[config.mk]
export PLATFORM = sky130hd
export DESIGN_NAME = systolic_row_feeder
export DESIGN_NICKNAME = d
export VERILOG_FILES = /design/src/rtl/systolic_row_feeder_pkg.sv /design/src/rtl/systolic_row_feeder_skew_beat_mux.sv /design/src/rtl/systolic_row_feeder.sv
export SDC_FILE = /design/constraint.sdc
export NUM_CORES = 1
export LEC_CHECK = 0
export CAP_MARGIN = 20
export CORE_MARGIN = 2
export CORE_UTILIZATION = 50
export CTS_BUF_LIST = sky130_fd_sc_hd__clkbuf_4 sky130_fd_sc_hd__clkbuf_8 sky130_fd_sc_hd__clkbuf_16
export DETAILED_ROUTE_END_ITERATION = 6
export PLACE_DENSITY = 0.76
export SYNTH_ARGS = -nofsm -noshare
export SYNTH_HDL_FRONTEND = slang
export SYNTH_HIERARCHICAL = 1
export SYNTH_SLANG_ARGS = --single-unit
[constraint.sdc]
create_clock -name clk -period 2.3 [get_ports clk]
set_input_delay 0.345 -clock clk [delete_from_list [all_inputs] [get_ports clk]]
set_output_delay 0.345 -clock clk [all_outputs]
set_load 0.02 [all_outputs]
[src/rtl/systolic_row_feeder_pkg.sv]
// Shared definitions for the systolic row feeder.
// Holds the array geometry, the derived fetch/stream lengths, counter widths
// and the FSM state encoding used by the feeder and its skew sub-module.
package systolic_row_feeder_pkg;

  localparam int DIM          = 2;
  localparam int FETCH_WORDS  = DIM * DIM;
  localparam int STREAM_BEATS = 2 * DIM - 1;

  localparam int CNT_W  = $clog2(FETCH_WORDS);
  localparam int BEAT_W = $clog2(STREAM_BEATS);

  localparam int STATE_W = 3;

  localparam logic [STATE_W-1:0] ST_IDLE   = 3'd0;
  localparam logic [STATE_W-1:0] ST_FETCH  = 3'd1;
  localparam logic [STATE_W-1:0] ST_WAIT   = 3'd2;
  localparam logic [STATE_W-1:0] ST_STREAM = 3'd3;
  localparam logic [STATE_W-1:0] ST_DONE   = 3'd4;

endpackage

[src/rtl/systolic_row_feeder_skew_beat_mux.sv]
// skew_beat_mux: combinational map from a stream beat index and the four
// operand registers (row-major A00, A01, A10, A11) to the two left-edge lanes.
// Lane r at beat b carries A[r][b-r] when 0 <= b-r < DIM; otherwise the lane is
// invalid and its data is forced to zero.
//   beat_i        beat index being presented (0..STREAM_BEATS-1)
//   op_i          operand registers, index = 2*row + col
//   row0_data_o   lane 0 data      row0_valid_o  lane 0 valid
//   row1_data_o   lane 1 data      row1_valid_o  lane 1 valid
module skew_beat_mux
  import systolic_row_feeder_pkg::*;
#(
  parameter int DATA_W = 16
) (
  input  logic [BEAT_W-1:0]                   beat_i,
  input  logic [FETCH_WORDS-1:0][DATA_W-1:0]  op_i,
  output logic [DATA_W-1:0]                   row0_data_o,
  output logic                                row0_valid_o,
  output logic [DATA_W-1:0]                   row1_data_o,
  output logic                                row1_valid_o
);

  always_comb begin
    row0_data_o  = '0;
    row0_valid_o = 1'b0;
    row1_data_o  = '0;
    row1_valid_o = 1'b0;
    case (beat_i)
      BEAT_W'(0): begin
        row0_data_o  = op_i[0];
        row0_valid_o = 1'b1;
      end
      BEAT_W'(1): begin
        row0_data_o  = op_i[1];
        row0_valid_o = 1'b1;
        row1_data_o  = op_i[2];
        row1_valid_o = 1'b1;
      end
      BEAT_W'(2): begin
        row1_data_o  = op_i[3];
        row1_valid_o = 1'b1;
      end
      default: ;
    endcase
  end

endmodule

[src/rtl/systolic_row_feeder.sv]
// systolic_row_feeder: fetches a 2x2 operand matrix from the operand RAM and
// streams it, diagonally skewed, into rows 0/1 of the systolic array.
// Ports:
//   clk, rst                 clock, synchronous active-high reset
//   start, base              one-cycle request (IDLE only) and A[0][0] address
//   ram_en, ram_we, ram_addr RAM read port (ram_we tied low)
//   ram_do                   RAM read data, one cycle after ram_en
//   row0_*/row1_*            skewed lanes to the PE grid
//   out_ready                array accepts the current beat
//   busy, done               activity flag and end-of-operation pulse
//   state_dbg                current FSM state
//
// Handshake: during STREAM a beat is presented (at least one lane valid) and is
// consumed on a rising edge where out_ready=1; while out_ready=0 every lane
// output holds its value. out_ready only steers next-state logic, so there is
// no combinational path from it to any output, and it is ignored outside
// STREAM.
module systolic_row_feeder
  import systolic_row_feeder_pkg::*;
#(
  parameter int DATA_W = 16,
  parameter int ADDR_W = 4
) (
  input  logic                clk,
  input  logic                rst,
  input  logic                start,
  input  logic [ADDR_W-1:0]   base,
  output logic                ram_en,
  output logic                ram_we,
  output logic [ADDR_W-1:0]   ram_addr,
  input  logic [DATA_W-1:0]   ram_do,
  output logic [DATA_W-1:0]   row0_data,
  output logic                row0_valid,
  output logic [DATA_W-1:0]   row1_data,
  output logic                row1_valid,
  input  logic                out_ready,
  output logic                busy,
  output logic                done,
  output logic [STATE_W-1:0]  state_dbg
);

  logic [STATE_W-1:0]                state_q, state_d;
  logic [CNT_W-1:0]                  cnt_q, cnt_d;
  logic [BEAT_W-1:0]                 beat_q, beat_d;
  logic [ADDR_W-1:0]                 base_q, base_d;
  logic [FETCH_WORDS-1:0][DATA_W-1:0] op_q, op_d;
  logic                              ram_en_q, ram_en_d;
  logic [ADDR_W-1:0]                 ram_addr_q, ram_addr_d;
  logic                              busy_q, busy_d;
  logic                              done_q, done_d;
  logic [DATA_W-1:0]                 row0_data_q, row0_data_d;
  logic [DATA_W-1:0]                 row1_data_q, row1_data_d;
  logic                              row0_valid_q, row0_valid_d;
  logic                              row1_valid_q, row1_valid_d;

  // Beat that will be loaded into the lane registers on the next load: beat 0
  // when leaving WAIT, otherwise the successor of the beat on display.
  logic [BEAT_W-1:0] mux_beat;
  logic [DATA_W-1:0] mux_row0_data, mux_row1_data;
  logic              mux_row0_valid, mux_row1_valid;
  logic              load_beat;

  assign mux_beat = (state_q == ST_WAIT) ? '0 : beat_q + BEAT_W'(1);

  skew_beat_mux #(.DATA_W(DATA_W)) u_skew (
    .beat_i       (mux_beat),
    .op_i         (op_q),
    .row0_data_o  (mux_row0_data),
    .row0_valid_o (mux_row0_valid),
    .row1_data_o  (mux_row1_data),
    .row1_valid_o (mux_row1_valid)
  );

  always_comb begin
    state_d      = state_q;
    cnt_d        = cnt_q;
    beat_d       = beat_q;
    base_d       = base_q;
    op_d         = op_q;
    ram_en_d     = ram_en_q;
    ram_addr_d   = ram_addr_q;
    busy_d       = busy_q;
    done_d       = 1'b0;
    row0_data_d  = row0_data_q;
    row1_data_d  = row1_data_q;
    row0_valid_d = row0_valid_q;
    row1_valid_d = row1_valid_q;
    load_beat    = 1'b0;

    case (state_q)
      ST_IDLE: begin
        if (start) begin
          state_d    = ST_FETCH;
          base_d     = base;
          cnt_d      = '0;
          ram_en_d   = 1'b1;
          ram_addr_d = base;
          busy_d     = 1'b1;
        end
      end
      ST_FETCH: begin
        // The word requested in the previous FETCH cycle is on ram_do now.
        if (cnt_q != '0) op_d[cnt_q - CNT_W'(1)] = ram_do;
        if (cnt_q == CNT_W'(FETCH_WORDS - 1)) begin
          state_d    = ST_WAIT;
          ram_en_d   = 1'b0;
          ram_addr_d = '0;
        end else begin
          cnt_d      = cnt_q + CNT_W'(1);
          // Address arithmetic wraps modulo 2^ADDR_W by truncation.
          ram_addr_d = base_q + ADDR_W'(cnt_d);
        end
      end
      ST_WAIT: begin
        op_d[FETCH_WORDS-1] = ram_do;
        state_d             = ST_STREAM;
        beat_d              = '0;
        load_beat           = 1'b1;
      end
      ST_STREAM: begin
        if (out_ready) begin
          if (beat_q == BEAT_W'(STREAM_BEATS - 1)) begin
            state_d      = ST_DONE;
            done_d       = 1'b1;
            busy_d       = 1'b0;
            row0_data_d  = '0;
            row1_data_d  = '0;
            row0_valid_d = 1'b0;
            row1_valid_d = 1'b0;
          end else begin
            beat_d    = beat_q + BEAT_W'(1);
            load_beat = 1'b1;
          end
        end
      end
      ST_DONE: begin
        state_d = ST_IDLE;
      end
      default: begin
        state_d = ST_IDLE;
      end
    endcase

    if (load_beat) begin
      row0_data_d  = mux_row0_data;
      row1_data_d  = mux_row1_data;
      row0_valid_d = mux_row0_valid;
      row1_valid_d = mux_row1_valid;
    end
  end

  always_ff @(posedge clk) begin
    if (rst) begin
      state_q      <= ST_IDLE;
      cnt_q        <= '0;
      beat_q       <= '0;
      base_q       <= '0;
      op_q         <= '0;
      ram_en_q     <= 1'b0;
      ram_addr_q   <= '0;
      busy_q       <= 1'b0;
      done_q       <= 1'b0;
      row0_data_q  <= '0;
      row1_data_q  <= '0;
      row0_valid_q <= 1'b0;
      row1_valid_q <= 1'b0;
    end else begin
      state_q      <= state_d;
      cnt_q        <= cnt_d;
      beat_q       <= beat_d;
      base_q       <= base_d;
      op_q         <= op_d;
      ram_en_q     <= ram_en_d;
      ram_addr_q   <= ram_addr_d;
      busy_q       <= busy_d;
      done_q       <= done_d;
      row0_data_q  <= row0_data_d;
      row1_data_q  <= row1_data_d;
      row0_valid_q <= row0_valid_d;
      row1_valid_q <= row1_valid_d;
    end
  end

  assign ram_en     = ram_en_q;
  assign ram_we     = 1'b0;
  assign ram_addr   = ram_addr_q;
  assign row0_data  = row0_data_q;
  assign row1_data  = row1_data_q;
  assign row0_valid = row0_valid_q;
  assign row1_valid = row1_valid_q;
  assign busy       = busy_q;
  assign done       = done_q;
  assign state_dbg  = state_q;

endmodule

==> flow_metrics.py, run 1 <==
metrics = {
    "cts": {
        "numCtsBuffers": 17,
        "cts_htree_levels": 4,
        "path_clk_slew_ns": 0.06,
        "cts_tree": "yes",
        "cts.sinks": 116,
        "cts-root-buf": "clkbuf_8",
        "clockBufferDepth": 2,
        "ctsHoldBuffers": 0,
        "insertion_delay_ns": 0.52,
    },
    "synthesis": {
        "synth-seq-cells": 116,
        "avgSynthCellArea_um2": 8.76,
        "seq_area_frac_synth": 0.420,
        "synth.top_cell.area_share": 0.420,
        "synth_edf_count": 0,
        "yosysWarningCount": 6,
        "syn_nets": 668,
        "yosysTopAreaCell": "dfxtp_1",
        "synthTopCellsByArea": "dfxtp_1 (42%), a21oi_1 (8.4%), o211ai_1 (6.9%)",
        "async_reset_ff_frac": 0,
        "synth_flop_cell": "dfxtp_1",
        "synth_cell_types": 50,
        "syn_area_um2": 5530,
        "netlist_instances": 631,
    },
    "global_routing": {
        "grt_pass1_vias": 4501,
        "grt_antenna_before_repair": 0,
        "grt_pass1_wl_um": 22900,
        "grt_util_all_layers": 0.249,
        "grt_max_degree": 101,
        "grt_overflow": 0,
    },
    "finish": {
        "seq_area_um2": 2320,
        "nFillCells": 928,
        "mostFrequentLayoutCells": "dfxtp_1 (116), a21oi_1 (93), clkdlybuf4s50_1 (66)",
        "nets": 699,
        "utilization": 0.624,
        "area.growth.synth_to_final_pct": 21.9,
        "drive_above_1_share": 0.105,
        "layout_commonest_cell": "dfxtp_1",
        "multi_input_area_um2": 2770,
        "n_antenna_cell": 0,
    },
    "worst_setup_path": {
        "cp-start-kind": "flop",
        "critPathRequiredTime_ns": 1.96,
        "cp-startpoint": "state_dbg[1]",
        "crit_fanout": 13,
        "timing.rr.start": "beat_q[0]",
        "criticalPathCategory": "reg -> out",
        "ff2ff_path_depth": 10,
        "arrival_ns": 1.81,
        "critPathCaptureType": "output pin",
    },
    "timing": {
        "fin_crit_sh": 0.935,
        "finalHoldViolCount": 0,
        "worstMarginPinSlew_ns": 0.913,
        "fin_ws_ns": 0.149,
        "finalSetupViolCount": 0,
        "slew_headroom": 0.391,
        "rsz0062_at_grt": "false",
        "max_freq_mhz": 465,
        "finClkSkew_ns": 0.00762,
        "fin_tns_setup_ns": 0,
        "whs_ns": 0.353,
        "report.final.slew_viol_count": 0,
        "fin_crit_ns": 2.15,
    },
    "drt": {
        "ant_nets": 0,
        "vias": 4978,
        "drtIter0Drc": 522,
        "detail_route.wl_per_cell_um": 17.7,
        "drc_errors": 0,
        "wl_um": 14400,
        "via_per_inst": 6.11,
        "dr.pass1.iters": 5,
    },
    "pwr": {
        "ir_drop_uv": 568,
        "power.total_w": 0.00504,
        "powerDensity_nw_per_um2": 748,
        "power.leakage_nw": 2.25,
    },
    "floorplan": {
        "start_util": 0.512,
        "dieArea_um2": 11900,
        "die-width_um": 109,
        "ios": 69,
        "dieHeight_um": 109,
        "rows": 38,
        "coreArea_um2": 10800,
    },
    "place": {
        "routabilityCongestion": 0.791,
        "pre_cts_ws_ns": 0.167,
        "place_hpwl_um": 9030,
        "port_buffers": 67,
    },
    "worst_hold_path": {
        "min-delay-start": "rst",
        "hp-class": "in -> reg",
        "holdPathStages": 3,
    },
    "outcome": {
        "status": "complete, no violations",
    },
    "flow_run": {
        "maxCapViolCount": 0,
    },
}
cell families (layout without fill, tap and decap cells):
family	Yosys count	in the layout	synth area share
other cells	1	1	0.000679
xor+xnor	1	1	0.00159
mux	17	17	0.0308
simple gates	120	120	0.122
compound gates	276	276	0.310
fa+ha+maj	13	13	0.0308
flops	116	116	0.420
buf+inv	87	131	0.0840
cells in the mapped netlist (2+ instances only):
library cell  number
buf_1              2
ha_1              12
a22o_1            16
nor2b_1           20
clkbuf_1          38
nor2_1             4
a31o_1             3
inv_2              2
a22oi_1            3
nor3_1             4
nand2_1           25
a21oi_1           93
nand2b_1           2
o21ai_1           51
o211ai_1          51
o21a_1             2
dfxtp_1          116
nor4b_2            3
a32oi_1            2
nor4_1             2
buf_6             10
buf_2             12
mux2i_1           17
inv_1             15
buf_4              5
o21ai_0           36
nand3_1           50
a22oi_2           13
metal layers:
layer | global-route usage | vias to the layer above | routed length, µm
met3 | 0.0520 | 29 | 1140
met5 | 0 | - | 0
met2 | 0.376 | 203 | 6560
li1 | - | 2370 | -
met1 | 0.349 | 2376 | 6370
met4 | 0.0907 | 0 | 323
worst paths after layout:
| kind | to | slack, ns |
|---|---|---|
| setup / recovery | state_dbg[1] | 0.15 |
| hold reg to reg | op_q[49] | 0.47 |
| setup reg to reg | row1_data[0] | 0.17 |
| hold / removal | busy | 0.35 |
flip-flops by register name (all words and copies together), names as in the netlist:
name / count
base_q: 4
row1_data: 16
busy: 1
state_dbg: 3
cnt_q: 2
row0_data: 16
row1_valid: 1
row0_valid: 1
done: 1
ram_addr: 4
ram_en: 1
beat_q: 2
op_q: 64
worst max-delay path, cell delays in order (launching register included):
cell and delay (ns):
dfxtp_1 0.42, buf_4 0.24, clkdlybuf4s50_1 0.63
stage by stage:
stage | std cells | area, µm²
final | 815 | 6740
after global routing | 815 | 6740
after CTS | 815 | 6730
after detailed placement | 783 | 6150
after global placement | 783 | 6150
after floorplan | 631 | 5530
power breakdown:
part           internal [W]  switching, W
sequential          0.00204     0.0000193
clock               0.00158      0.000994
combinational      0.000139      0.000269
cell type report:
class | instances | area share
clock buffers | 18 | 0.0635
clock inverters | 14 | 0.0227
well taps | 140 | 0.0260
repair buffers | 82 | 0.123
flip-flops and latches | 116 | 0.345
inverters | 17 | 0.00947
multi-input cells | 428 | 0.411
what timing repair did:
item | 4_1_cts | 5_1_grt
endpoints found under the hold margin | 0 | 0
setup endpoints to repair | 0 | 2
setup buffers | 0 | 0
gates resized for setup | 0 | 1
No activity file was read; power rests on OpenSTA's default activity.
==> inputs of run 2 (changes only) <==
GPL_ROUTABILITY_DRIVEN = 0   (was default)
==> results of run 2 <==
Final layout, timing and power as in run 1 (identical DEF).
